**config.mk**
```make
export PLATFORM = sky130hd
export DESIGN_NAME = mem_arbiter
export DESIGN_NICKNAME = d
export VERILOG_FILES = /design/src/rtl/mem_arb_pkg.sv /design/src/rtl/mem_arbiter.sv
export SDC_FILE = /design/constraint.sdc
export NUM_CORES = 1
export LEC_CHECK = 0
export BUFFER_PORTS_ARGS = -buffer_cell sky130_fd_sc_hd__buf_2
export CAP_MARGIN = 40
export CELL_PAD_IN_SITES_DETAIL_PLACEMENT = 1
export CELL_PAD_IN_SITES_GLOBAL_PLACEMENT = 2
export CORE_AREA = 2 2 106 108
export DETAILED_ROUTE_END_ITERATION = 6
export DIE_AREA = 0 0 108 110
export PLACE_DENSITY = 0.8
export SYNTH_ARGS = -nofsm -noshare
export SYNTH_HDL_FRONTEND = slang
export SYNTH_SLANG_ARGS = --single-unit
```
**constraint.sdc**
```tcl
create_clock -name clk -period 1.8 [get_ports clk]
set_input_delay 0.36 -clock clk [delete_from_list [all_inputs] [get_ports clk]]
set_output_delay 0.36 -clock clk [all_outputs]
set_load 0.01 [all_outputs]
```
**src/rtl/mem_arb_pkg.sv**
```systemverilog
// Shared types and constants for the I/D memory arbiter.
package mem_arb_pkg;

  typedef enum logic [1:0] {
    IDLE  = 2'd0,
    FILL  = 2'd1,
    WRITE = 2'd2,
    DONE  = 2'd3
  } state_t;

  typedef enum logic {
    GNT_I = 1'b0,
    GNT_D = 1'b1
  } gnt_t;

  localparam int BURST_LEN_DEF = 8;
  localparam int OFF_W         = $clog2(BURST_LEN_DEF);

endpackage

```
**src/rtl/mem_arbiter.sv**
```systemverilog
// Round-robin arbiter between the I and D miss handlers for the shared
// single-ported 16-bit memory. Reads become aligned BURST_LEN-word line
// fills, D writes become a single-word write-through.
//
// state | meaning
// IDLE  | sample requests, pick a side, latch address/data
// FILL  | issue one line word per cycle, offset 0..BURST_LEN-1
// WRITE | single-cycle memory write of the latched D word
// DONE  | last fill word visible, done pulse, flip last-grant pointer
module mem_arbiter
  import mem_arb_pkg::*;
#(
  parameter int ADDR_WIDTH = 16,
  parameter int BURST_LEN  = BURST_LEN_DEF
) (
  input  logic                         clk,
  input  logic                         rst,
  input  logic                         i_req,
  input  logic [ADDR_WIDTH-1:0]        i_addr,
  input  logic                         d_req,
  input  logic                         d_wr,
  input  logic [ADDR_WIDTH-1:0]        d_addr,
  input  logic [15:0]                  d_wdata,
  output logic                         i_rvalid,
  output logic                         d_rvalid,
  output logic [15:0]                  rdata,
  output logic [$clog2(BURST_LEN)-1:0] rword,
  output logic                         i_done,
  output logic                         d_done,
  output logic                         mem_en,
  output logic                         mem_wr,
  output logic [ADDR_WIDTH-1:0]        mem_addr,
  output logic [15:0]                  mem_wdata,
  input  logic [15:0]                  mem_rdata
);

  localparam int OW = $clog2(BURST_LEN);
  localparam logic [OW-1:0] LAST_OFF = OW'(BURST_LEN - 1);

  state_t                state_q, state_d;
  gnt_t                  gnt_q, last_q, gnt_pick;
  logic [ADDR_WIDTH-1:1] addr_q;
  logic [15:0]           wdata_q;
  logic [OW-1:0]         off_q;
  logic                  i_rvalid_q, d_rvalid_q;
  logic [15:0]           rdata_q;
  logic [OW-1:0]         rword_q;

  // Round-robin pick: on a tie the side not served last wins.
  always_comb begin
    gnt_pick = GNT_I;
    if (d_req && (!i_req || last_q == GNT_I)) gnt_pick = GNT_D;
  end

  // State register.
  always_ff @(posedge clk) begin
    if (rst) state_q <= IDLE;
    else     state_q <= state_d;
  end

  // Next-state logic.
  always_comb begin
    state_d = state_q;
    case (state_q)
      IDLE:    if (i_req || d_req) state_d = (gnt_pick == GNT_D && d_wr) ? WRITE : FILL;
      FILL:    if (off_q == LAST_OFF) state_d = DONE;
      WRITE:   state_d = DONE;
      DONE:    state_d = IDLE;
      default: state_d = IDLE;
    endcase
  end

  // Grant/address latch, burst offset counter and registered read return.
  always_ff @(posedge clk) begin
    if (rst) begin
      gnt_q      <= GNT_I;
      last_q     <= GNT_I;
      addr_q     <= '0;
      wdata_q    <= '0;
      off_q      <= '0;
      i_rvalid_q <= 1'b0;
      d_rvalid_q <= 1'b0;
      rdata_q    <= '0;
      rword_q    <= '0;
    end else begin
      case (state_q)
        IDLE: if (i_req || d_req) begin
          gnt_q   <= gnt_pick;
          addr_q  <= (gnt_pick == GNT_D) ? d_addr[ADDR_WIDTH-1:1] : i_addr[ADDR_WIDTH-1:1];
          wdata_q <= d_wdata;
          off_q   <= '0;
        end
        FILL:    off_q  <= off_q + 1'b1;
        DONE:    last_q <= gnt_q;
        default: ;
      endcase
      i_rvalid_q <= (state_q == FILL) && (gnt_q == GNT_I);
      d_rvalid_q <= (state_q == FILL) && (gnt_q == GNT_D);
      if (state_q == FILL) begin
        rdata_q <= mem_rdata;
        rword_q <= off_q;
      end
    end
  end

  // Memory pins and done pulses decoded from the current state.
  always_comb begin
    mem_en    = 1'b0;
    mem_wr    = 1'b0;
    mem_addr  = '0;
    mem_wdata = '0;
    i_done    = 1'b0;
    d_done    = 1'b0;
    case (state_q)
      FILL: begin
        mem_en   = 1'b1;
        mem_addr = {addr_q[ADDR_WIDTH-1:OW+1], off_q, 1'b0};
      end
      WRITE: begin
        mem_en    = 1'b1;
        mem_wr    = 1'b1;
        mem_addr  = {addr_q, 1'b0};
        mem_wdata = wdata_q;
      end
      DONE: begin
        i_done = (gnt_q == GNT_I);
        d_done = (gnt_q == GNT_D);
      end
      default: ;
    endcase
  end

  assign i_rvalid = i_rvalid_q;
  assign d_rvalid = d_rvalid_q;
  assign rdata    = rdata_q;
  assign rword    = rword_q;

endmodule

```
==> results.json, run 1 <==
{
  "outcome": "complete, but fails checks",
  "failed_checks": "negative setup slack",
  "worst_skew_pair.late_latency_ps": 340,
  "worst_setup_path_end_kind": "primary output",
  "synth-edff-count": 0,
  "topRoutingLayerUsed": "met4",
  "m1WireLength_um": 3485,
  "slew_violations": 0,
  "postRouteAntennaNets": 0,
  "cts_buffer_depth": 2,
  "grt_usage_pct": 13.84,
  "drcViolationCount": 0,
  "finalSetupViolations": 13,
  "worst_pin_slew_ps": 731.0,
  "fp.dieW_um": 108,
  "worst_setup_hold_path_clk_slew_ps": 80,
  "final_min_period_over_clock_period_pct": 102.4,
  "grt_overflow": 0,
  "final_layout_size_suffix_gt1_share_pct": 43.62,
  "clock-root-buffer": "sky130_fd_sc_hd__clkbuf_8",
  "wl_met3_um": 440,
  "finalHoldViolCount": 0,
  "number_of_global_route_vias_before_repair": 2597,
  "floorplan.rows": 38,
  "cts-buffers-inserted": 9,
  "synth-async-reset-ratio_pct": 0,
  "hp-class": "primary input to register",
  "detail_route.first_pass.iterations": 4,
  "finalWorstSetupSlack_ps": -42.35,
  "boundaryPins": 126,
  "totalNegativeSetupSlack_ps": -352.6,
  "rsz0062_at_grt": "true",
  "vdd_ir_drop_max_mv": 0.5150,
  "synthCells": 314,
  "grt_first_pass_wirelength_um": 12770,
  "die_height_um": 110,
  "antenna_found_initial": 0,
  "cp_data_required_time_ps": 1440,
  "critPathKind": "register to primary output",
  "start_kind": "register",
  "layout.cells.most_common": "sky130_fd_sc_hd__buf_2",
  "maxClockFrequency_ghz": 0.5428,
  "critical_path.max_fanout": 6,
  "static-leakage-power_uw": 0.001824,
  "routed_wire_length_per_instance_um": 13.81,
  "hpwl_um": 5842,
  "vias_per_cell": 4.373,
  "num_vias": 2567,
  "die_area_mm2": 0.01188,
  "min_period_ps": 1842,
  "synth.yosys.seq_area_share_pct": 43.32,
  "skew_ps": 14.75,
  "yosys_most_used_dff": "sky130_fd_sc_hd__dfxtp_1",
  "core-area_mm2": 0.01070,
  "tritoncts_num_sinks": 59,
  "antenna-diode-count": 0,
  "power.density_mw_per_mm2": 1450,
  "remaining_max_slew_budget_at_the_tightest_pin_pct": 51.26,
  "initial_utilization_pct": 25.49,
  "synth_seq_cells": 59,
  "mappedNetlistNets": 391,
  "cts_max_level": 3,
  "portbufs": 122,
  "final_cell_mix": "sky130_fd_sc_hd__buf_2 (113), sky130_fd_sc_hd__nand2_1 (69), sky130_fd_sc_hd__dfxtp_1 (57), sky130_fd_sc_hd__nor2_1 (36), sky130_fd_sc_hd__a21oi_1 (23)",
  "cp_data_arrival_time_ps": 1480,
  "wl_met2_um": 4106,
  "ctsHoldBuffers": 0,
  "synth.avg_cell_area_um2": 8.683,
  "grt_start_max_net_pins": 28,
  "gp_congestion": 0.7103,
  "synth_cell_type_count": 35,
  "finish.utilization_pct": 36.78,
  "tritoncts": "built",
  "area_delta_synth_final_pct": 44.33,
  "synth-warning-count": 0,
  "nets": 519,
  "synth_area_mm2": 0.002726,
  "drt_iter0_drc": 55,
  "routed_wire_length_um": 8108,
  "timing.max_cap.violations": 0
}
==> synth_stat cells (2+ instances only) <==
master / count / share of area [%]
sky130_fd_sc_hd__nand2_1: 69 / 9.5
sky130_fd_sc_hd__dfxtp_1: 59 / 43
sky130_fd_sc_hd__nor2_1: 36 / 5.0
sky130_fd_sc_hd__and2_1: 29 / 6.7
sky130_fd_sc_hd__a21oi_1: 23 / 4.2
sky130_fd_sc_hd__mux2i_1: 16 / 5.9
sky130_fd_sc_hd__a311oi_2: 9 / 5.0
sky130_fd_sc_hd__ha_1: 8 / 3.7
sky130_fd_sc_hd__clkbuf_1: 7 / 0.96
sky130_fd_sc_hd__a311oi_1: 6 / 1.9
sky130_fd_sc_hd__buf_6: 6 / 2.5
sky130_fd_sc_hd__buf_2: 5 / 0.92
sky130_fd_sc_hd__buf_4: 4 / 1.1
sky130_fd_sc_hd__inv_1: 4 / 0.55
sky130_fd_sc_hd__nand2b_1: 4 / 0.92
sky130_fd_sc_hd__a21boi_0: 3 / 0.83
sky130_fd_sc_hd__o21a_1: 3 / 0.83
sky130_fd_sc_hd__o21ai_0: 3 / 0.55
sky130_fd_sc_hd__buf_1: 2 / 0.28
sky130_fd_sc_hd__nand3_1: 2 / 0.37
sky130_fd_sc_hd__o22ai_1: 2 / 0.46
==> kinds of logic (layout without fill, tap and decap cells) <==
kind of cell	after synthesis	in the layout	share of synthesized area, %
AOI/OAI and AO/OA	55	56	16.20
adders and majority gates	8	8	3.672
buffers and inverters	28	160	6.287
DFF	59	59	43.32
muxes	16	16	5.874
other	1	1	0.1375
and+or+nand+nor	147	147	24.51
==> per-stage QoR <==
stage	setup slack [ps]	cells	power, uW	hold WS, ps	cell area [um^2]
after floorplan	38.94	314	3246	431.7	2726
after global placement	80.91	564	3891	437.8	3472
after detailed placement	10.42	564	3953	444.6	3472
after CTS	-55.61	587	5794	244.0	3913
after global routing	-97.08	587	6140	242.4	3935
final	-42.35	587	5706	258.4	3935
==> metal layers <==
| metal | vias up | track usage, % |
|---|---|---|
| met4 | 0 | 4.121 |
| met5 | - | 0 |
| met3 | 5 | 3.351 |
| li1 | 1298 | - |
| met2 | 65 | 24.12 |
| met1 | 1199 | 16.94 |
==> cell type report <==
cell class	instances	area (um^2)
fill	1274	6763
clock buffer	9	123.9
multi-input combinational	228	1486
tap	140	175.2
clock inverter	7	100.1
sequential	59	1184
inverter	4	20.02
timing repair buffer	140	845.8
==> sequential cells by signal, summed over array words and instances (netlist names), 2 cells and up <==
name,flops
state_q,2
off_q,3
rword,3
addr_q,15
wdata_q,16
rdata,16
==> worst paths after layout <==
path / start / endpoint / slack [ps] / depth (start not counted)
setup / recovery: state_q[1]$_SDFFE_PP0P_ / mem_addr[5] / -40 / 5
hold / removal: mem_rdata[13] / rdata[13]$_SDFFE_PP0N_ / 260 / 3
setup reg to reg: state_q[0]$_SDFFE_PP0P_ / state_q[0]$_SDFFE_PP0P_ / 240 / 6
hold reg to reg: wdata_q[15]$_SDFFE_PP0P_ / wdata_q[15]$_SDFFE_PP0P_ / 450 / 2
==> critical path, stage by stage (launching register included) <==
cell and delay [ps]:
sky130_fd_sc_hd__dfxtp_2 360, sky130_fd_sc_hd__inv_4 60, sky130_fd_sc_hd__ha_4 300, sky130_fd_sc_hd__o21a_4 190, sky130_fd_sc_hd__and2_4 160, sky130_fd_sc_hd__buf_6 90
==> timing repair <==
action | CTS | global route
cloned | 1 | 0
setup buffers | 6 | 0
pin swaps | 16 | 3
setup endpoints to repair | 31 | 33
resized for setup | 43 | 4
==> power breakdown <==
group / switching [uW] / internal [uW] / leakage, uW
Combinational: 1310 / 1220 / 0.00123
Clock: 565 / 788 / 0.000114
Sequential: 184 / 1640 / 0.000485
No activity file was read; power rests on OpenSTA's default activity.
==> inputs of run 2 (changes only) <==
--- a/config.mk
+++ b/config.mk
@@ -9,10 +9,11 @@
 export CAP_MARGIN = 40
 export CELL_PAD_IN_SITES_DETAIL_PLACEMENT = 1
 export CELL_PAD_IN_SITES_GLOBAL_PLACEMENT = 2
-export CORE_AREA = 2 2 106 108
+export CORE_AREA = 2 2 102 104
 export DETAILED_ROUTE_END_ITERATION = 6
-export DIE_AREA = 0 0 108 110
-export PLACE_DENSITY = 0.8
+export DIE_AREA = 0 0 104 106
+export HOLD_SLACK_MARGIN = 0.12
+export PLACE_DENSITY = 0.85
 export SYNTH_ARGS = -nofsm -noshare
 export SYNTH_HDL_FRONTEND = slang
 export SYNTH_SLANG_ARGS = --single-unit
==> constraint.sdc (replaced) <==
create_clock -name clk -period 2.37 [get_ports clk]
set_input_delay 0.474 -clock clk [delete_from_list [all_inputs] [get_ports clk]]
set_output_delay 0.474 -clock clk [all_outputs]
set_load 0.01 [all_outputs]
==> results.json, run 2 (synthesis gave the netlist of run 1 again) <==
{
  "tritoncts": "built",
  "outcome": "complete, no violations",
  "seq_power_share_pct": 36.8,
  "hp-class": "primary input to register",
  "tritoncts_num_sinks": 59,
  "grt_first_pass_wirelength_um": 12280,
  "clock-root-buffer": "sky130_fd_sc_hd__clkbuf_8",
  "power.clock.fraction_pct": 23.4,
  "detail_route.first_pass.iterations": 4,
  "critical_path.max_fanout": 12,
  "worst_pin_slew_ps": 733.2,
  "totalNegativeSetupSlack_ps": 0,
  "worst_setup_hold_path_clk_slew_ps": 70,
  "grt_overflow": 0,
  "post_cts_buffers": 0,
  "finalHoldViolCount": 0,
  "initial_utilization_pct": 27.26,
  "hp-start": "d_wdata[9]",
  "nets": 507,
  "p_comb_share_pct": 39.8,
  "hpwl_um": 5854,
  "min_period_ps": 2206,
  "dp_slack_ps": 277.1,
  "antenna-diode-count": 0,
  "start_kind": "register",
  "maxClockFrequency_ghz": 0.4534,
  "area_delta_synth_final_pct": 31.94,
  "final_min_period_over_clock_period_pct": 93.06,
  "remaining_max_slew_budget_at_the_tightest_pin_pct": 51.12,
  "gp_congestion": 0.7370,
  "timing.hold.ws_ps": 376.8,
  "floorplan.rows": 37,
  "drt_iter0_drc": 58,
  "worst_setup_path_end_kind": "primary output",
  "finalWorstSetupSlack_ps": 164.4,
  "cp_data_required_time_ps": 1900,
  "grt_usage_pct": 14.12,
  "number_of_global_route_vias_before_repair": 2477,
  "boundaryPins": 126,
  "vdd_ir_drop_max_mv": 0.3197,
  "cts-buffers-inserted": 9,
  "cp_data_arrival_time_ps": 1730,
  "die_area_mm2": 0.01102,
  "critPathKind": "register to primary output",
  "antenna_found_initial": 0,
  "portbufs": 122,
  "drcViolationCount": 0,
  "power.density_mw_per_mm2": 1038,
  "core-area_mm2": 0.01000,
  "vias_per_cell": 4.391,
  "power.switching_fraction_pct": 37.29,
  "final_cell_mix": "sky130_fd_sc_hd__buf_2 (122), sky130_fd_sc_hd__nand2_1 (69), sky130_fd_sc_hd__dfxtp_1 (59), sky130_fd_sc_hd__nor2_1 (36), sky130_fd_sc_hd__and2_1 (29)",
  "fp.dieW_um": 104,
  "layout.cells.most_common": "sky130_fd_sc_hd__buf_2",
  "power_internal_uw": 2342,
  "switching_power_total_uw": 1393,
  "finish.utilization_pct": 35.97,
  "num_vias": 2507,
  "rsz0062_at_grt": "false",
  "worst_skew_pair.late_latency_ps": 330,
  "finalSetupViolations": 0,
  "critical_path.startpoint": "state_q[1]$_SDFFE_PP0P_",
  "grt_start_max_net_pins": 40,
  "die_height_um": 106,
  "worst_r2r_startpoint": "state_q[0]$_SDFFE_PP0P_",
  "cts_max_level": 3,
  "final_layout_size_suffix_gt1_share_pct": 36.55,
  "static-leakage-power_uw": 0.001713,
  "slew_violations": 0,
  "routed_wire_length_um": 7841,
  "routed_wire_length_per_instance_um": 13.73,
  "postRouteAntennaNets": 0,
  "cts_buffer_depth": 2,
  "timing.max_cap.violations": 0,
  "skew_ps": 8.562
}
[run 2: path summary, 6_finish.rpt]
check,endpoint,slack (ps),cells past startpoint
hold reg to reg,wdata_q[8]$_SDFFE_PP0P_,450,2
setup reg to reg,addr_q[13]$_SDFFE_PP0P_,570,6
setup / recovery,mem_addr[4],160,5
hold / removal,wdata_q[9]$_SDFFE_PP0P_,380,3
[run 2: area by class of cell]
type	instances	area (um^2)
clock buffer	11	131.4
clock inverter	5	53.80
fill	1262	6402
inverter	4	15.01
multi-input combinational	227	1383
sequential	59	1181
tap	136	170.2
timing repair buffer	129	663.1
[run 2: what timing repair did]
action / 4_1_cts / 5_1_grt
setup endpoints to repair: 12 / 12
gates resized for setup: 1 / 1
hold buffers: 0 / 0
[run 2: per-layer routing]
layer  track usage, %  vias to the layer above  part of all wire, %
met2            24.53                       64                   50
met3            3.495                       10                  4.1
met1            17.03                     1161                   44
met4            4.923                        0                  1.4
met5                0                        -                    0
li1                 -                     1272                    -
[run 2: worst max-delay path, stage by stage (launching register included)]
cell and delay (ps):
sky130_fd_sc_hd__dfxtp_1 380, sky130_fd_sc_hd__inv_1 100, sky130_fd_sc_hd__ha_1 300, sky130_fd_sc_hd__o21a_4 310, sky130_fd_sc_hd__and2_1 180, sky130_fd_sc_hd__buf_2 140
[run 2: stage by stage]
step	std cells	instance area, um^2	power, uW
CTS	571	3591	3798
global route	571	3597	4036
detailed placement	555	3405	2902
finish	571	3597	3735
global placement	555	3405	2848
floorplan	314	2726	2465
[run 2: power groups by stage]
stage	clock, uW	sequential [uW]	combinational [uW]
after floorplan	0	1390	1070
after global placement	0	1390	1460
after detailed placement	0	1400	1510
after CTS	910	1380	1510
after global routing	966	1410	1660
final	873	1370	1490
==> inputs of run 3 (changes only) <==
--- a/config.mk
+++ b/config.mk
@@ -9,9 +9,9 @@
 export CAP_MARGIN = 40
 export CELL_PAD_IN_SITES_DETAIL_PLACEMENT = 1
 export CELL_PAD_IN_SITES_GLOBAL_PLACEMENT = 2
-export CORE_AREA = 2 2 102 104
+export CORE_AREA = 8 8 108 110
 export DETAILED_ROUTE_END_ITERATION = 6
-export DIE_AREA = 0 0 104 106
+export DIE_AREA = 0 0 116 118
 export HOLD_SLACK_MARGIN = 0.12
 export PLACE_DENSITY = 0.85
 export SYNTH_ARGS = -nofsm -noshare
==> results.json, run 3 (synthesis gave the netlist of run 1 again) <==
{
  "finalSetupViolations": 0,
  "power.density_mw_per_mm2": 1072,
  "floorplan.rows": 37,
  "final_min_period_over_clock_period_pct": 94.90,
  "seq_area_mm2": 0.001182,
  "final_layout_size_suffix_gt1_share_pct": 37.10,
  "vias_per_cell": 4.393,
  "initial_utilization_pct": 27.26,
  "grt_first_pass_wirelength_um": 13480,
  "reg2reg_depth": 6,
  "die_area_mm2": 0.01369,
  "area_delta_synth_final_pct": 33.96,
  "post_dp_cell_area_mm2": 0.003417,
  "cp_data_arrival_time_ps": 1780,
  "postRouteAntennaNets": 0,
  "grt_usage_pct": 12.34,
  "portbufs": 122,
  "routed_wire_length_per_instance_um": 14.75,
  "finalInstanceArea_mm2": 0.003652,
  "worst_setup_path_end_kind": "primary output",
  "totalNegativeSetupSlack_ps": 0,
  "grt_overflow": 0,
  "min_period_ps": 2249,
  "cts_max_level": 3,
  "vdd_ir_drop_max_mv": 0.3173,
  "fp.dieW_um": 116,
  "skew_ps": 8.357,
  "nets": 506,
  "filler_cell_count": 1257,
  "finalHoldViolCount": 0,
  "num_vias": 2504,
  "routed_wire_length_um": 8406,
  "drcViolationCount": 0,
  "critical_path.max_fanout": 12,
  "reg2reg_slack_ps": 790,
  "worst_setup_hold_path_clk_slew_ps": 70,
  "hold_path_depth": 3,
  "antenna-diode-count": 0,
  "tritoncts_num_sinks": 59,
  "static-leakage-power_uw": 0.001728,
  "tritoncts": "built",
  "timing.max_cap.violations": 0,
  "core-area_mm2": 0.01000,
  "drt_iter0_drc": 57,
  "hp-class": "primary input to register",
  "critPathKind": "register to primary output",
  "final_cell_mix": "sky130_fd_sc_hd__buf_2 (122), sky130_fd_sc_hd__nand2_1 (69), sky130_fd_sc_hd__dfxtp_1 (58), sky130_fd_sc_hd__nor2_1 (36), sky130_fd_sc_hd__and2_1 (29)",
  "remaining_max_slew_budget_at_the_tightest_pin_pct": 49.79,
  "grt_start_max_net_pins": 31,
  "worst_r2r_startpoint": "state_q[0]$_SDFFE_PP0P_",
  "gp_congestion": 0.7174,
  "cp_data_required_time_ps": 1900,
  "hpwl_um": 6440,
  "clock-root-buffer": "sky130_fd_sc_hd__clkbuf_8",
  "number_of_global_route_vias_before_repair": 2704,
  "start_kind": "register",
  "hp-start": "d_wdata[0]",
  "die_height_um": 118,
  "detail_route.first_pass.iterations": 4,
  "cts_buffer_depth": 2,
  "regToRegEndpoint": "addr_q[6]$_SDFFE_PP0P_",
  "layout.cells.most_common": "sky130_fd_sc_hd__buf_2",
  "cts-buffers-inserted": 9,
  "worst_skew_pair.late_latency_ps": 320,
  "rsz0062_at_grt": "false",
  "slew_violations": 0,
  "outcome": "complete, no violations",
  "boundaryPins": 126,
  "worst_pin_slew_ps": 753.0,
  "antenna_found_initial": 0,
  "multi_input_comb_area_mm2": 0.001390,
  "worst_min_delay_path_endpoint": "wdata_q[0]$_SDFFE_PP0P_",
  "maxClockFrequency_ghz": 0.4446
}
[run 3: cell types whose count changed in the layout (fill, tap and decap cells not counted), sizes merged]
cell    change
bufinv      +1
clkbuf      +1
buf         -1
clkinv      -2
[run 3: through the flow]
| step | worst slack [ps] | hold WS [ps] | utilization (%) | instances | power (uW) |
|---|---|---|---|---|---|
| 3_3_place_gp | 339.0 | 436.7 | 33.90 | 553 | 2848 |
| 2_1_floorplan | 494.9 | 431.7 | - | 314 | 2465 |
| 6_report | 120.9 | 379.0 | 36.52 | 570 | 3915 |
| 4_1_cts | 9.725 | 359.1 | 36.50 | 570 | 3985 |
| 3_5_place_dp | 256.3 | 443.0 | 34.17 | 554 | 2899 |
| 5_1_grt | 2.361 | 358.8 | 36.52 | 570 | 4199 |
[run 3: final cells by class]
| class | instances | share of cell area, % |
|---|---|---|
| Sequential cell | 59 | 32.37 |
| Inverter | 4 | 0.4111 |
| Tap cell | 136 | 4.659 |
| Clock buffer | 12 | 3.974 |
| Clock inverter | 4 | 2.021 |
| Timing Repair Buffer | 128 | 18.50 |
| Multi-Input combinational cell | 227 | 38.06 |
[run 3: worst max-delay path by stage]
stage                   endpoint  depth (start not counted)               startpoint  slack (ps)
global placement    mem_addr[15]                          6  state_q[0]$_SDFFE_PP0P_         340
CTS                  mem_addr[4]                          6  state_q[1]$_SDFFE_PP0P_          10
finish               mem_addr[4]                          6  state_q[0]$_SDFFE_PP0P_         120
global route         mem_addr[4]                          6  state_q[0]$_SDFFE_PP0P_           2
floorplan           mem_addr[10]                          5  state_q[0]$_SDFFE_PP0P_         490
detailed placement   mem_addr[4]                          6  state_q[0]$_SDFFE_PP0P_         260
[run 3: timing repair]
action                                  in CTS  in global routing
hold buffers                                 0                  0
gates resized for setup                      3                  2
endpoints found under the setup margin      12                 12
setup buffers                                0                  0
[run 3: per-layer routing]
layer	vias up	global-route usage, %	wire length [um]
li1	1271	-	-
met1	1160	13.74	3554
met2	66	21.62	4252
met3	7	3.899	518
met4	0	3.650	80
met5	-	0	0
[run 3: where the power goes]
| part | switching [uW] | total (uW) | internal, uW |
|---|---|---|---|
| logic | 871 | 1510 | 641 |
| registers | 135 | 1380 | 1240 |
| clock network | 402 | 1020 | 622 |
[run 3: worst max-delay path: stages, from the launching register on]
cell and delay, ps:
sky130_fd_sc_hd__dfxtp_2 380, sky130_fd_sc_hd__inv_1 110, sky130_fd_sc_hd__ha_1 270, sky130_fd_sc_hd__o21a_1 200, sky130_fd_sc_hd__buf_4 180, sky130_fd_sc_hd__and2_1 160, sky130_fd_sc_hd__buf_2 140
